==> config.mk <==
export PLATFORM = sky130hd
export DESIGN_NAME = apu_bus_writer
export DESIGN_NICKNAME = d
export VERILOG_FILES = /design/src/rtl/apu_bus_writer.sv
export SDC_FILE = /design/constraint.sdc
export NUM_CORES = 1
export LEC_CHECK = 0
export BUFFER_PORTS_ARGS = -buffer_cell sky130_fd_sc_hd__buf_2
export CORE_MARGIN = 3
export CORE_UTILIZATION = 58
export CTS_BUF_LIST = sky130_fd_sc_hd__clkbuf_16
export DETAILED_ROUTE_END_ITERATION = 10
export PLACE_DENSITY = 0.85
export SLEW_MARGIN = 20
export SYNTH_ARGS = -nofsm -noshare
export SYNTH_HDL_FRONTEND = slang
export SYNTH_SLANG_ARGS = --single-unit
==> constraint.sdc <==
create_clock -name CLK -period 7.4 [get_ports CLK]
set_clock_uncertainty 0.15 [all_clocks]
set_input_delay 0.37 -clock CLK [delete_from_list [all_inputs] [get_ports CLK]]
set_output_delay 0.37 -clock CLK [all_outputs]
set_load 0.03 [all_outputs]
==> src/rtl/apu_bus_writer.sv <==
// ============================================================================
// Module   : apu_bus_writer
// Brief    : Replays register-write commands as 6502-style write cycles into
//            the APU window $4000-$401F, with a self-generated M2 phase.
// Revision : 1.0 - initial release
// ============================================================================
`default_nettype none

module apu_bus_writer #(
   parameter int DIV    = 12,
   parameter int M2_LO  = 5,
   parameter int WAIT_W = 16
) (
   input  logic              CLK,
   input  logic              RES,
   input  logic              cmd_valid,
   output logic              cmd_ready,
   input  logic [4:0]        cmd_addr,
   input  logic [7:0]        cmd_data,
   input  logic [WAIT_W-1:0] cmd_wait,
   output logic [15:0]       A,
   output logic [7:0]        D_out,
   output logic              D_oe,
   output logic              RnW,
   output logic              M2,
   output logic              busy,
   output logic              wr_done
);

   localparam int              c_PH_W    = $clog2(DIV);
   localparam logic [c_PH_W-1:0] c_PH_LAST = c_PH_W'(DIV - 1);
   localparam logic [c_PH_W-1:0] c_M2_LO   = c_PH_W'(M2_LO);

   typedef enum logic [1:0] {
      ST_IDLE  = 2'd0,
      ST_ALIGN = 2'd1,
      ST_DELAY = 2'd2,
      ST_WRITE = 2'd3
   } state_t;

   state_t              r_state;
   state_t              w_state_nxt;
   logic [c_PH_W-1:0]   r_ph;
   logic [c_PH_W-1:0]   w_ph_nxt;
   logic                w_bnd;
   logic                w_accept;
   logic                w_wr_start;
   logic                w_wr_end;
   logic                r_m2;
   logic                r_ready;
   logic                r_busy;
   logic                r_done;
   logic [15:0]         r_a;
   logic [7:0]          r_d;
   logic                r_oe;
   logic                r_rnw;
   logic [4:0]          r_addr;
   logic [7:0]          r_data;
   logic [WAIT_W-1:0]   r_cnt;

   // The CPU-cycle boundary is the edge that wraps ph back to zero.
   assign w_bnd    = (r_ph == c_PH_LAST);
   assign w_ph_nxt = w_bnd ? '0 : r_ph + 1'b1;

   always_ff @(posedge CLK or posedge RES) begin
      if (RES) begin
         r_ph <= '0;
         r_m2 <= 1'b0;
      end else begin
         r_ph <= w_ph_nxt;
         r_m2 <= (w_ph_nxt >= c_M2_LO);
      end
   end

   always_ff @(posedge CLK or posedge RES) begin
      if (RES) r_state <= ST_IDLE;
      else     r_state <= w_state_nxt;
   end

   always_comb begin
      w_state_nxt = r_state;
      w_accept    = 1'b0;
      w_wr_start  = 1'b0;
      w_wr_end    = 1'b0;
      case (r_state)
         ST_IDLE: begin
            if (cmd_valid && r_ready) begin
               w_accept    = 1'b1;
               w_state_nxt = ST_ALIGN;
            end
         end
         ST_ALIGN: begin
            if (w_bnd) begin
               if (r_cnt == '0) begin
                  w_wr_start  = 1'b1;
                  w_state_nxt = ST_WRITE;
               end else begin
                  w_state_nxt = ST_DELAY;
               end
            end
         end
         ST_DELAY: begin
            if (w_bnd && (r_cnt == WAIT_W'(1))) begin
               w_wr_start  = 1'b1;
               w_state_nxt = ST_WRITE;
            end
         end
         ST_WRITE: begin
            if (w_bnd) begin
               w_wr_end    = 1'b1;
               w_state_nxt = ST_IDLE;
            end
         end
         default: w_state_nxt = ST_IDLE;
      endcase
   end

   // Handshake and bus outputs are registered from the next state so they
   // change on the same edge as the state itself.
   always_ff @(posedge CLK or posedge RES) begin
      if (RES) begin
         r_ready <= 1'b0;
         r_busy  <= 1'b0;
         r_done  <= 1'b0;
         r_a     <= 16'h0000;
         r_d     <= 8'h00;
         r_oe    <= 1'b0;
         r_rnw   <= 1'b1;
         r_addr  <= 5'h00;
         r_data  <= 8'h00;
         r_cnt   <= '0;
      end else begin
         r_ready <= (w_state_nxt == ST_IDLE);
         r_busy  <= (w_state_nxt != ST_IDLE);
         r_done  <= w_wr_end;
         if (w_accept) begin
            r_addr <= cmd_addr;
            r_data <= cmd_data;
            r_cnt  <= cmd_wait;
         end else if ((r_state == ST_DELAY) && w_bnd) begin
            r_cnt <= r_cnt - 1'b1;
         end
         if (w_wr_start) begin
            r_a   <= {8'h40, 3'b000, r_addr};
            r_d   <= r_data;
            r_oe  <= 1'b1;
            r_rnw <= 1'b0;
         end else if (w_wr_end) begin
            r_oe  <= 1'b0;
            r_rnw <= 1'b1;
         end
      end
   end

   assign cmd_ready = r_ready;
   assign busy      = r_busy;
   assign wr_done   = r_done;
   assign A         = r_a;
   assign D_out     = r_d;
   assign D_oe      = r_oe;
   assign RnW       = r_rnw;
   assign M2        = r_m2;

endmodule

`default_nettype wire

==> results.ini <==
[critical_path]
regToRegSetupSlack_ns = 4.91
r2r_start = r_ph[0]
cp_max_fo = 16
critical_path_required_ns = 7.43
r2r-end = A[2]
end_kind = flop
r2r_cells = 5
crit_arrival_ns = 2.51
critPathKind = flop to flop
start_kind = flop

[clock_network]
ctsLongestPathBuffers = 2
cts_resized = 0
cts_tree = built
clk_pin_slew_worst_paths_ns = 0.07
clk_latency_ns = 0.29
cts_root_buffer = clkbuf_16
cts.sinks = 55
cts_post_setup_buffers_inserted = 0
htreeDepth = 2
cts_made_buffers = 5
cts_hold_buffers = 0

[logic_synthesis]
yosysSeqAreaShare = 0.501
ys.flop_type = dfrtp_1
post_synth.cell_area_avg_um2 = 10.7
synth_top_area_frac = 0.492
synthDistinctLibCells = 52
syn_area_um2 = 2750
synth_edf_count = 0
synthTopCellsByCount = 57 x nand2_1, 54 x dfrtp_1, 12 x o21ai_0
yosysWarnings = 0
yosysMostFrequentCell = nand2_1
synth_area_leaders = dfrtp_1 49%, nand2_1 7.8%, ha_1 5.0%, mux2_4 3.8%, mux2_2 2.9%
ys_ff_latch = 55
async_reset_ff_frac = 1.00
synthCells = 257
post-synth-top-area-cell = dfrtp_1

[floorplan]
die_h_um = 74.8
io_pins = 62
die_area_um2 = 5600
core_um2 = 4470
die_x_um = 74.8
num_rows = 24
initial_core_util = 0.614

[timing]
final-max-slew-violation-count = 0
period_needed_ns = 2.49
max_freq_mhz = 402
grt_setup_unrepaired = no
max_slew_margin = 0.386
tns_ns = 0
tightest_slew_ns = 0.919
fin_crit_sh = 0.336
setup_viol = 0
hold_viol = 0

[drt]
wl_per_cell_um = 14.5
vias_per_cell = 5.44
first_iter_violations = 115
route.detailed.drc = 0
wl_um = 5190
vias = 1943
first_pass_iters = 4
ant_nets = 0

[pwr]
p_leak_nw = 1.61
pwr-share-comb = 0.290
netSwitchingFraction = 0.365
design_power_total_mw = 0.995
powerDensity_nw_per_um2 = 319
power_frac_clock = 0.237
power_switching_mw = 0.363
intPower_mw = 0.632
vdd_drop_max_v = 0.000223
pwr-share-seq = 0.473

[global_route]
grt_usage = 0.204
gr-total-overflow = 0
antenna_found_initial = 0
grt_max_degree = 56
grt_pass1_wl_um = 8690
grt_pass1_vias = 1917

[outcome]
status = finished, final reports clean

[placed_design]
dpl.hpwl_um = 3510
gp_congestion = 0.808
port-buffer-count = 51

[final_layout]
antenna_cells = 0
multi_input_area_um2 = 1240
seq_area_um2 = 1380
nets = 347
drive_gt1_frac = 0.292
area_growth_pct = 13.4
nFillCells = 321

[worst_hold_path]
holdCritPathClass = input pin to asynchronous set/reset pin

[flow_run]
drv_cap = 0

layout by cell type (no fill, tap or decap), drive strengths merged, types with 2 or more instances in the layout:
cell type	Yosys	routed
a21o	2	2
mux2	14	14
o31ai	4	4
nand3	5	5
clkinv	0	3
buf	12	51
nor4	2	2
inv	9	9
dfrtp	54	54
nor3	2	2
nand2	57	57
xor2	9	9
nand4	4	4
nor2	9	9
nor3b	2	2
xnor2	3	3
ha	11	11
nand3b	2	2
a31oi	4	4
or4	4	4
or2b	2	2
nand2b	2	2
or3	2	2
clkbuf	8	5
a21oi	2	2
conb	1	10
o21ai	12	12
worst max-delay path by stage:
stage	cells after the start	end	start
finish	5	A[2]	r_ph[0]
global route	6	r_cnt[15]	r_state[0]
CTS	5	A[1]	r_ph[0]
detailed placement	5	D_out[7]	r_ph[0]
global placement	5	A[2]	r_ph[0]
floorplan	6	A[0]	r_cnt[12]
per-stage QoR:
stage                     cell area (um2)  setup slack (ns)   util  hold WS [ns]  std cells
after floorplan                      2780              5.06      -         0.292        266
after global placement               2970              5.02  0.663         0.295        349
after detailed placement             2970              4.91  0.663         0.316        349
after CTS                            3110              4.91  0.696         0.110        357
after global routing                 3120              4.70  0.697         0.118        357
final                                3120              4.91  0.697        0.0850        357
cells by family (layout without fill, tap and decap cells):
kind of cell / Yosys count / after routing / synth area share
other cells: 1 / 10 / 0.00136
buf+inv: 29 / 68 / 0.0619
compound gates: 33 / 33 / 0.0801
xor+xnor: 12 / 12 / 0.0382
fa+ha+maj: 11 / 11 / 0.0501
simple gates: 102 / 102 / 0.200
flops: 55 / 55 / 0.501
mux: 14 / 14 / 0.0669
routing by layer:
layer	track usage	share of wire	vias up
li1	-	-	948
met1	0.269	0.44	923
met2	0.332	0.49	64
met3	0.0481	0.059	8
met4	0.0652	0.014	0
met5	0	0	-
final cells by class:
cell class,instances,area share
clock buffers,5,0.0401
clock inverters,3,0.00723
inverters,9,0.0112
multi-input cells,182,0.397
flip-flops and latches,55,0.442
well taps,52,0.0209
repair buffers,51,0.0819
state kept, by name, summed over array words and instances, names as in the netlist:
register and count:
r_cnt 16, D_out 8, r_data 8, A 6, r_addr 5, r_ph 4
r_state 2, D_oe 1, M2 1, RnW 1, busy 1, cmd_ready 1
wr_done 1
worst max-delay path, cell delays in order, from the launching register on:
cell and delay (ns):
dfrtp_1 0.39, ha_1 0.25, and3b_1 0.42, nand2_1 0.13, or4_4 0.69, mux2_4 0.34
power by group through the flow:
stage          clock network, mW  logic (mW)  registers [mW]
6_report                   0.236       0.288           0.470
3_3_place_gp                   0       0.275           0.468
4_1_cts                    0.238       0.292           0.470
5_1_grt                    0.255       0.331           0.483
2_1_floorplan                  0       0.218           0.467
3_5_place_dp                   0       0.286           0.473
Power figures use the tool's default switching activity.
